File: src/rtl/microwave_timer_ctrl_if.sv
// ---------------------------------------------------------------------------
// microwave_timer_ctrl_if
//
// Purpose: bundles the keypad/control strobes and the display/status outputs
// of the microwave cook-time controller into a single interface.
//
// Handshake semantics: every strobe (tick_1hz, key_valid, start, clear) is a
// single-cycle valid pulse with an implicit, always-asserted ready. The
// controller samples each strobe on the clock edge where it is high. Depending
// on the current state and the per-cycle priority, the controller either acts
// on the strobe or drops it. There is no back-pressure. door_closed is a
// level, not a strobe.
//
// Signals:
//   tick_1hz     1-cycle 1 Hz pacing pulse           (master -> slave)
//   key_valid    1-cycle strobe, key_value is valid  (master -> slave)
//   key_value    BCD digit, 10-15 are dropped        (master -> slave)
//   start        1-cycle start/resume strobe         (master -> slave)
//   clear        1-cycle stop/clear strobe           (master -> slave)
//   door_closed  level, 1 = door closed              (master -> slave)
//   sec_ones     BCD seconds units                   (slave -> master)
//   sec_tens     BCD seconds tens                    (slave -> master)
//   mins         BCD minutes                         (slave -> master)
//   running      high while counting down            (slave -> master)
//   magnetron_on running and door closed             (slave -> master)
//   done_beep    high in DONE                        (slave -> master)
//   state_o      IDLE=0 RUN=1 PAUSE=2 DONE=3         (slave -> master)
// ---------------------------------------------------------------------------
interface microwave_timer_ctrl_if;
  logic       tick_1hz;
  logic       key_valid;
  logic [3:0] key_value;
  logic       start;
  logic       clear;
  logic       door_closed;
  logic [3:0] sec_ones;
  logic [3:0] sec_tens;
  logic [3:0] mins;
  logic       running;
  logic       magnetron_on;
  logic       done_beep;
  logic [1:0] state_o;

  modport master (
    output tick_1hz, key_valid, key_value, start, clear, door_closed,
    input  sec_ones, sec_tens, mins, running, magnetron_on, done_beep, state_o
  );

  modport slave (
    input  tick_1hz, key_valid, key_value, start, clear, door_closed,
    output sec_ones, sec_tens, mins, running, magnetron_on, done_beep, state_o
  );
endinterface

File: src/rtl/microwave_timer_ctrl.sv
// ---------------------------------------------------------------------------
// microwave_timer_ctrl
//
// Purpose: cook-time sequencer for a microwave oven. Its functions are:
//   - it takes keypad digits into a three-digit M:SS shift register,
//   - it counts that time down on 1 Hz enable pulses,
//   - it gates the magnetron with the door interlock,
//   - it sounds a done beep for DONE_HOLD ticks.
//
// Ports:
//   clk   system clock
//   rst   asynchronous, active-high reset
//   bus   microwave_timer_ctrl_if.slave. It carries the tick, keypad,
//         start, clear and door inputs, and the BCD digit, running,
//         magnetron_on, done_beep and state_o outputs.
//
// Parameter:
//   DONE_HOLD  number of tick_1hz pulses spent beeping in DONE before the
//              automatic return to IDLE (must be >= 1).
//
// Build option:
//   QUICK_START_EN  If this macro is defined, start in IDLE at 0:00 with the
//                   door closed loads 0:30 and runs. If it is undefined, such
//                   a start is ignored.
//
// Per-cycle priority of simultaneous inputs, from highest to lowest:
//   clear, door open, start, tick_1hz, key_valid.
// Only the highest-priority input that has a meaning in the current state is
// acted on. Lower-priority inputs in the same cycle are dropped.
// ---------------------------------------------------------------------------
module microwave_timer_ctrl #(
  parameter int unsigned DONE_HOLD = 3
) (
  input  logic                    clk,
  input  logic                    rst,
  microwave_timer_ctrl_if.slave   bus
);

  typedef enum logic [1:0] {
    ST_IDLE  = 2'd0,
    ST_RUN   = 2'd1,
    ST_PAUSE = 2'd2,
    ST_DONE  = 2'd3
  } state_e;

  localparam int unsigned HOLD_W = (DONE_HOLD < 2) ? 1 : $clog2(DONE_HOLD + 1);
  localparam logic [HOLD_W-1:0] HOLD_LAST = HOLD_W'(DONE_HOLD);
  localparam logic [HOLD_W-1:0] HOLD_ONE  = HOLD_W'(1);

  state_e            state_q, state_d;
  logic [3:0]        ones_q, ones_d;
  logic [3:0]        tens_q, tens_d;
  logic [3:0]        mins_q, mins_d;
  logic [HOLD_W-1:0] hold_q, hold_d;
  logic              running_q, running_d;
  logic              magnetron_q, magnetron_d;
  logic              beep_q, beep_d;

  logic time_zero;
  logic time_one;
  logic key_ok;
  logic door_open;

  assign time_zero = (mins_q == 4'd0) && (tens_q == 4'd0) && (ones_q == 4'd0);
  assign time_one  = (mins_q == 4'd0) && (tens_q == 4'd0) && (ones_q == 4'd1);
  // Out-of-range key codes (10-15) are treated as if no key was pressed.
  assign key_ok    = bus.key_valid && (bus.key_value <= 4'd9);
  assign door_open = !bus.door_closed;

  // -------------------------------------------------------------------------
  // State and datapath registers
  // -------------------------------------------------------------------------
  always_ff @(posedge clk or posedge rst) begin
    if (rst) begin
      state_q     <= ST_IDLE;
      ones_q      <= 4'd0;
      tens_q      <= 4'd0;
      mins_q      <= 4'd0;
      hold_q      <= '0;
      running_q   <= 1'b0;
      magnetron_q <= 1'b0;
      beep_q      <= 1'b0;
    end else begin
      state_q     <= state_d;
      ones_q      <= ones_d;
      tens_q      <= tens_d;
      mins_q      <= mins_d;
      hold_q      <= hold_d;
      running_q   <= running_d;
      magnetron_q <= magnetron_d;
      beep_q      <= beep_d;
    end
  end

  // -------------------------------------------------------------------------
  // Next-state, datapath and registered-output logic
  // -------------------------------------------------------------------------
  always_comb begin
    state_d = state_q;
    ones_d  = ones_q;
    tens_d  = tens_q;
    mins_d  = mins_q;
    hold_d  = hold_q;

    case (state_q)
      ST_IDLE: begin
        if (bus.clear) begin
          ones_d = 4'd0;
          tens_d = 4'd0;
          mins_d = 4'd0;
        end else if (bus.start) begin
          // A start pulse is consumed here even when it cannot take effect.
          // A key in the same cycle is dropped.
          if (bus.door_closed) begin
            if (!time_zero) begin
              state_d = ST_RUN;
            end
`ifdef QUICK_START_EN
            else begin
              mins_d  = 4'd0;
              tens_d  = 4'd3;
              ones_d  = 4'd0;
              state_d = ST_RUN;
            end
`endif
          end
        end else if (key_ok) begin
          // Shift left. The old minutes digit falls off. Digits are not
          // range-checked, so a seconds-tens value of 6-9 is legal.
          mins_d = tens_q;
          tens_d = ones_q;
          ones_d = bus.key_value;
        end
      end

      ST_RUN: begin
        if (bus.clear || door_open) begin
          state_d = ST_PAUSE;
        end else if (bus.tick_1hz) begin
          if (time_one) begin
            ones_d  = 4'd0;
            state_d = ST_DONE;
          end else if (!time_zero) begin
            if (ones_q != 4'd0) begin
              ones_d = ones_q - 4'd1;
            end else begin
              ones_d = 4'd9;
              if (tens_q != 4'd0) begin
                tens_d = tens_q - 4'd1;
              end else begin
                tens_d = 4'd5;
                mins_d = mins_q - 4'd1;
              end
            end
          end
        end
      end

      ST_PAUSE: begin
        if (bus.clear) begin
          state_d = ST_IDLE;
          ones_d  = 4'd0;
          tens_d  = 4'd0;
          mins_d  = 4'd0;
        end else if (bus.start && bus.door_closed) begin
          state_d = ST_RUN;
        end
      end

      ST_DONE: begin
        ones_d = 4'd0;
        tens_d = 4'd0;
        mins_d = 4'd0;
        if (bus.clear || door_open) begin
          state_d = ST_IDLE;
          hold_d  = '0;
        end else if (bus.tick_1hz) begin
          if (hold_q + HOLD_ONE >= HOLD_LAST) begin
            state_d = ST_IDLE;
            hold_d  = '0;
          end else begin
            hold_d = hold_q + HOLD_ONE;
          end
        end else if (key_ok) begin
          // The key only cancels the beep. It is not entered as a digit.
          state_d = ST_IDLE;
          hold_d  = '0;
        end
      end

      default: begin
        state_d = ST_IDLE;
        hold_d  = '0;
      end
    endcase

    // These outputs are registered from the next state, so they line up
    // with the digits and state_o in the same cycle.
    running_d   = (state_d == ST_RUN);
    magnetron_d = running_d && bus.door_closed;
    beep_d      = (state_d == ST_DONE) && (hold_d < HOLD_LAST);
  end

  assign bus.sec_ones     = ones_q;
  assign bus.sec_tens     = tens_q;
  assign bus.mins         = mins_q;
  assign bus.running      = running_q;
  assign bus.magnetron_on = magnetron_q;
  assign bus.done_beep    = beep_q;
  assign bus.state_o      = state_q;

endmodule

File: src/flat_wrapper.sv
// flat-port wrapper written by rule: the top's interface ports become plain ports
module microwave_timer_ctrl_flat 
#(
  parameter int unsigned DONE_HOLD = 3
)
  (clk, rst, bus_tick_1hz, bus_key_valid, bus_key_value, bus_start, bus_clear, bus_door_closed, bus_sec_ones, bus_sec_tens, bus_mins, bus_running, bus_magnetron_on, bus_done_beep, bus_state_o);
  microwave_timer_ctrl_if bus_i ();
  input  logic clk;
  input  logic rst;
  input wire logic [$bits(bus_i.tick_1hz)-1:0] bus_tick_1hz;
  input wire logic [$bits(bus_i.key_valid)-1:0] bus_key_valid;
  input wire logic [$bits(bus_i.key_value)-1:0] bus_key_value;
  input wire logic [$bits(bus_i.start)-1:0] bus_start;
  input wire logic [$bits(bus_i.clear)-1:0] bus_clear;
  input wire logic [$bits(bus_i.door_closed)-1:0] bus_door_closed;
  output wire logic [$bits(bus_i.sec_ones)-1:0] bus_sec_ones;
  output wire logic [$bits(bus_i.sec_tens)-1:0] bus_sec_tens;
  output wire logic [$bits(bus_i.mins)-1:0] bus_mins;
  output wire logic [$bits(bus_i.running)-1:0] bus_running;
  output wire logic [$bits(bus_i.magnetron_on)-1:0] bus_magnetron_on;
  output wire logic [$bits(bus_i.done_beep)-1:0] bus_done_beep;
  output wire logic [$bits(bus_i.state_o)-1:0] bus_state_o;
  assign bus_i.tick_1hz = bus_tick_1hz;
  assign bus_i.key_valid = bus_key_valid;
  assign bus_i.key_value = bus_key_value;
  assign bus_i.start = bus_start;
  assign bus_i.clear = bus_clear;
  assign bus_i.door_closed = bus_door_closed;
  assign bus_sec_ones = bus_i.sec_ones;
  assign bus_sec_tens = bus_i.sec_tens;
  assign bus_mins = bus_i.mins;
  assign bus_running = bus_i.running;
  assign bus_magnetron_on = bus_i.magnetron_on;
  assign bus_done_beep = bus_i.done_beep;
  assign bus_state_o = bus_i.state_o;
  microwave_timer_ctrl #(.DONE_HOLD(DONE_HOLD)) u_core (.clk(clk), .rst(rst), .bus(bus_i));
endmodule
File: config.mk
export PLATFORM = sky130hd
export DESIGN_NAME = microwave_timer_ctrl_flat
export DESIGN_NICKNAME = d
export VERILOG_FILES = /design/src/rtl/microwave_timer_ctrl_if.sv /design/src/rtl/microwave_timer_ctrl.sv /design/src/flat_wrapper.sv
export SDC_FILE = /design/constraint.sdc
export NUM_CORES = 1
export LEC_CHECK = 0
export BUFFER_PORTS_ARGS = -buffer_cell sky130_fd_sc_hd__buf_4
export CAP_MARGIN = 20
export CORE_MARGIN = 2
export CORE_UTILIZATION = 54
export CTS_CLUSTER_SIZE = 28
export DETAILED_ROUTE_END_ITERATION = 6
export PLACE_DENSITY = 0.84
export SLEW_MARGIN = 15
export SYNTH_ARGS = -nofsm -noshare
export SYNTH_HDL_FRONTEND = slang
export SYNTH_SLANG_ARGS = --single-unit
File: constraint.sdc
create_clock -name clk -period 2.73 [get_ports clk]
set_clock_uncertainty 0.2 [all_clocks]
set_input_delay 0.546 -clock clk [delete_from_list [all_inputs] [get_ports clk]]
set_output_delay 0.546 -clock clk [all_outputs]
set_load 0.02 [all_outputs]
==> results_dict.tcl, run 1 <==
set metrics [dict create \
    diodes 0 \
    cts_setup_buffers 0 \
    fin_nets 192 \
    groute.usage.overall_pct 24.47 \
    end_kind "flop" \
    dieHeight_um 53.75 \
    period_share_pct 88.23 \
    combPwrFrac_pct 60.5 \
    synth_edf_count 0 \
    hold_path_class "in2async" \
    synth_top_area_share_pct 35.58 \
    ys_types 51 \
    place_ws_ns 0.3723 \
    drc 0 \
    ys_top_cells_by_count "dfrtp_1, a21oi_1, inv_1, nand2_1, o21ai_0" \
    worstPathMaxFanout 7 \
    design_area_sq_um 1610 \
    io_pins 28 \
    core_area_sq_um 2410 \
    cp.arrival_ns 2.39 \
    seq_area_frac_synth_pct 35.58 \
    tns_ns 0 \
    wl_per_cell_um 16.05 \
    root_buffer "clkbuf_4" \
    die_w_um 53.75 \
    drive_gt1_share_pct 25.71 \
    switching_share_pct 47.85 \
    finalCriticalPeriod_ns 2.409 \
    cts_inserted_buffers 3 \
    first_pass_iters 4 \
    placed_cells 201 \
    placementRows 18 \
    grt_pass1_wl_um 5181 \
    power_frac_seq_pct 31.2 \
    finalMaxSlewViolations 0 \
    leakagePower_nw 0.7344 \
    yosys_warnings 0 \
    worst_pin_slew_ns 0.7335 \
    crit_type "reg2reg" \
    status "finished clean" \
    syn_area_per_cell_sq_um 9.216 \
    hpwl_um 2438 \
    utilization_pct 66.82 \
    worst_r2r_endpoint "u_core.bus.mins[3]" \
    antenna_found_initial 0 \
    area_growth_pct 20.51 \
    final-instance-count-excl-fill 205 \
    start_util_pct 55.45 \
    cp.required_ns 2.71 \
    synth_ff_type "dfrtp_1" \
    synth.most_common_cell "dfrtp_1" \
    timing.fmax_mhz 415.2 \
    vias_per_cell 6.327 \
    portBuffers 27 \
    gp_congestion 0.8998 \
    routed_wl_um 3291 \
    final_antenna_net_count 0 \
    routed-via-count 1297 \
    r2r_slack_ns 0.32 \
    numClockSinks 19 \
    grt_overflow 0 \
    rsz0062_at_grt "no" \
    p_total_mw 1.716 \
    slew_headroom_pct 51.05 \
    cts_tree "yes" \
    synthesis.area_sq_um 1336 \
    final.setup.worst_slack_ns 0.3214 \
    reg2reg_depth 6 \
    syn_nets 161 \
    start_kind "flop" \
    drv_cap 0 \
    synth_area_leader_cell "dfrtp_1" \
    hold_viol 0 \
    finalSetupViolCount 0 \
    p_int_uw 894.7 \
    r2r_start "u_core.bus.sec_ones[0]" \
    peakVddDrop_uv 744.7 \
    grt_max_degree 20 \
    hold_ws_ns 0.1587 \
    cts_max_level 1 \
    hold_buffers 0 \
    die_area_sq_um 2889 \
    dr.first_iter.drc_count 39 \
    clk_latency_ns 0.30 \
    path_clk_slew_ns 0.11 \
    clkPwrFrac_pct 8.3 \
    synth_area_leaders "dfrtp_1, a21oi_1, ha_1" \
    synthArstFlopShare_pct 100.0 \
    ys_ff_latch 19 \
    dpl_cell_area_sq_um 1584 \
    power_switching_uw 821.0 \
    first_global_vias 1129 \
    cts.repair.resized 0 \
    cts_buffer_depth 2 \
    power.density_nw_per_um2 1065 \
    synth_cells 145 \
]
power by group through the flow:
stage          Clock (mW)  Sequential (mW)  Combinational [mW]
2_1_floorplan           0            0.592               0.623
3_3_place_gp            0            0.528                1.01
3_5_place_dp            0            0.539                1.03
4_1_cts             0.148            0.531                1.04
5_1_grt             0.160            0.554                1.12
6_report            0.143            0.535                1.04
how the worst max path moves through the flow:
stage | startpoint | end | slack (ns) | cells past startpoint
after global placement | u_core.bus.sec_ones[0] | u_core.bus.mins[3] | 0.48 | 6
final | u_core.bus.sec_ones[0] | u_core.bus.mins[3] | 0.32 | 6
after detailed placement | u_core.bus.sec_ones[0] | u_core.bus.mins[3] | 0.37 | 6
after floorplan | u_core.bus.sec_ones[0] | u_core.bus.mins[3] | 0.46 | 6
after CTS | u_core.bus.sec_ones[0] | u_core.bus.mins[3] | 0.33 | 6
after global routing | u_core.bus.sec_ones[0] | u_core.bus.mins[3] | 0.24 | 6
cells by family after synthesis:
family                     after synthesis  synth area share (%)
adders and majority gates                5                 4.682
xor gates and xnor gates                 1                0.6556
buffers and inverters                   15                 4.495
AOI/OAI and AO/OA                       50                 25.84
muxes                                    6                 4.682
and+or+nand+nor                         49                 24.06
DFF                                     19                 35.58
worst max-delay path: stages (launching register included):
cell,delay (ns)
dfrtp_1,0.47
inv_1,0.13
ha_1,0.20
or3b_1,0.45
nor3b_2,0.27
o211a_1,0.23
mux2_1,0.33
final cells by class:
type	instances	area, sq um
Clock buffer	4	26.28
Fill cell	195	799.5
Inverter	10	37.54
Multi-Input combinational cell	111	800.8
Sequential cell	19	475.5
Tap cell	30	37.54
Timing Repair Buffer	31	232.7
per-layer routing:
metal | vias up | routed length, um | GRT usage, %
li1 | 615 | - | -
met1 | 619 | 1400 | 34.15
met2 | 55 | 1619 | 38.41
met3 | 8 | 217 | 3.333
met4 | 0 | 54 | 8.974
met5 | - | 0 | 0
layout by cell type (no fill, tap or decap), types with 2 or more instances in the layout:
master    Yosys  final
a21oi_1      13     13
a22oi_1       3      3
a32o_1        2      2
a32oi_1       3      3
buf_4         0     31
clkbuf_4      0      3
dfrtp_1      19     19
ha_1          5      5
inv_1        10     10
mux2i_1       4      4
nand2_1       8      8
nand3_1       2      2
nand3b_1      2      2
nand4_1       5      5
nor2_1        7      7
nor2b_1       4      4
nor3_1        5      5
nor3b_1       2      2
nor3b_2       2      2
nor4b_1       2      2
o211ai_1      3      3
o21ai_0       8      8
o31ai_1       3      3
state kept, by name, indices dropped and copies added, names as in the netlist:
name,flops
u_core.bus.state_o,2
u_core.hold_q,2
u_core.bus.done_beep,1
u_core.bus.sec_tens,4
u_core.bus.magnetron_on,1
u_core.bus.sec_ones,4
u_core.bus.running,1
u_core.bus.mins,4
(Power assumes the default switching activity.)
==> inputs of run 2 (changes only) <==
--- a/config.mk
+++ b/config.mk
@@ -12,6 +12,7 @@
 export CTS_CLUSTER_SIZE = 28
 export DETAILED_ROUTE_END_ITERATION = 6
 export PLACE_DENSITY = 0.84
+export SETUP_SLACK_MARGIN = 0.4
 export SLEW_MARGIN = 15
 export SYNTH_ARGS = -nofsm -noshare
 export SYNTH_HDL_FRONTEND = slang
==> results_dict.tcl, run 2 (synthesis results as in run 1) <==
set metrics [dict create \
    drive_gt1_share_pct 31.69 \
    utilization_pct 69.83 \
    timing.fmax_mhz 440.1 \
    rsz0062_at_grt "no" \
    wl_per_cell_um 16.15 \
    drv_cap 0 \
    final_cell_mix "buf_4, dfrtp_1, a21oi_1" \
    core_area_sq_um 2410 \
    hpwl_um 2438 \
    first_global_vias 1157 \
    antenna_found_initial 0 \
    dieHeight_um 53.75 \
    finalSetupViolCount 0 \
    power.density_nw_per_um2 1097 \
    met1_usage_pct 33.45 \
    cts_buffer_depth 2 \
    slew_headroom_pct 50.91 \
    end_kind "flop" \
    dr.first_iter.drc_count 59 \
    clk_latency_ns 0.30 \
    drc 0 \
    met3_usage_pct 3.333 \
    met2_usage_pct 38.62 \
    placementRows 18 \
    period_share_pct 83.24 \
    gp_congestion 0.8998 \
    finalCriticalPeriod_ns 2.272 \
    worstPathMaxFanout 7 \
    path_clk_slew_ns 0.11 \
    leakagePower_nw 0.7726 \
    tns_ns 0 \
    root_buffer "clkbuf_4" \
    reg2reg_depth 6 \
    routed-via-count 1355 \
    diodes 0 \
    portBuffers 27 \
    peakVddDrop_uv 751.8 \
    cp.arrival_ns 2.26 \
    numClockSinks 19 \
    final_antenna_net_count 0 \
    cts_tree "yes" \
    start_util_pct 55.45 \
    grt_max_degree 20 \
    start_kind "flop" \
    groute.usage.overall_pct 24.41 \
    worst_pin_slew_ns 0.7356 \
    vias_per_cell 6.362 \
    hold_path_class "in2async" \
    area_growth_pct 25.94 \
    fin_nets 200 \
    finalMaxSlewViolations 0 \
    p_total_mw 1.845 \
    status "finished clean" \
    hold_viol 0 \
    grt_overflow 0 \
    io_pins 28 \
    layout_commonest_cell "buf_4" \
    cp.required_ns 2.72 \
    routed_wl_um 3440 \
    grt_pass1_wl_um 5168 \
    cts_inserted_buffers 3 \
    fillerInstances 179 \
    cts_max_level 1 \
    crit_type "reg2reg" \
    grt_busiest_layer "met2" \
    die_w_um 53.75 \
    first_pass_iters 4 \
    die_area_sq_um 2889 \
]
-- run 2: path summary, 6_finish.rpt --
kind	startpoint	endpoint	slack, ns
min in group clk	bus_start	u_core.bus.state_o[0]	0.35
worst max-delay path	u_core.bus.sec_tens[0]	u_core.bus.mins[3]	0.46
worst min-delay path	rst	u_core.bus.sec_tens[3]	0.16
worst min register to register	u_core.hold_q[1]	u_core.bus.done_beep	0.36
max in group asynchronous	rst	u_core.bus.sec_ones[0]	1.67
worst max register to register	u_core.bus.sec_tens[0]	u_core.bus.mins[3]	0.46
-- run 2: worst max-delay path, cell delays in order (launching register included) --
cell     delay [ns]
dfrtp_1        0.41
inv_1          0.10
ha_1           0.22
nor3b_4        0.40
nor3b_4        0.28
o211a_1        0.22
mux2_1         0.33
-- run 2: final cells by class --
type / instances / area [sq um] / area share (%)
inverter: 10 / 37.54 / 2.230
clock buffer: 4 / 26.28 / 1.561
multi-input combinational: 111 / 812.0 / 48.25
tap: 30 / 37.54 / 2.230
sequential: 19 / 476.7 / 28.33
timing repair buffer: 39 / 292.8 / 17.40
-- run 2: per-layer routing --
metal,vias to the layer above,wire (um)
met5,-,0
met4,0,35
met3,7,231
met2,67,1707
met1,647,1466
li1,634,-
-- run 2: metrics by stage --
| step | std cells | setup WS [ns] | hold WS, ns | area (sq um) |
|---|---|---|---|---|
| final | 213 | 0.4576 | 0.1588 | 1683 |
| after global routing | 213 | 0.3790 | 0.2236 | 1683 |
| after CTS | 206 | 0.4061 | 0.1879 | 1620 |
| after detailed placement | 201 | 0.3723 | 0.3447 | 1584 |
| after global placement | 201 | 0.4752 | 0.3300 | 1584 |
| after floorplan | 145 | 0.4636 | 0.2941 | 1336 |
-- run 2: repair_timing --
item / in CTS / in global routing
buffers inserted: 1 / 7
pin swaps: 1 / 1
setup endpoints to repair: 1 / 2
resized for setup: 1 / 5
hold buffers: 0 / 0
-- run 2: where the power goes --
| group | switching, mW | internal (mW) |
|---|---|---|
| Clock | 0.0875 | 0.0570 |
| Combinational | 0.614 | 0.548 |
| Sequential | 0.162 | 0.377 |
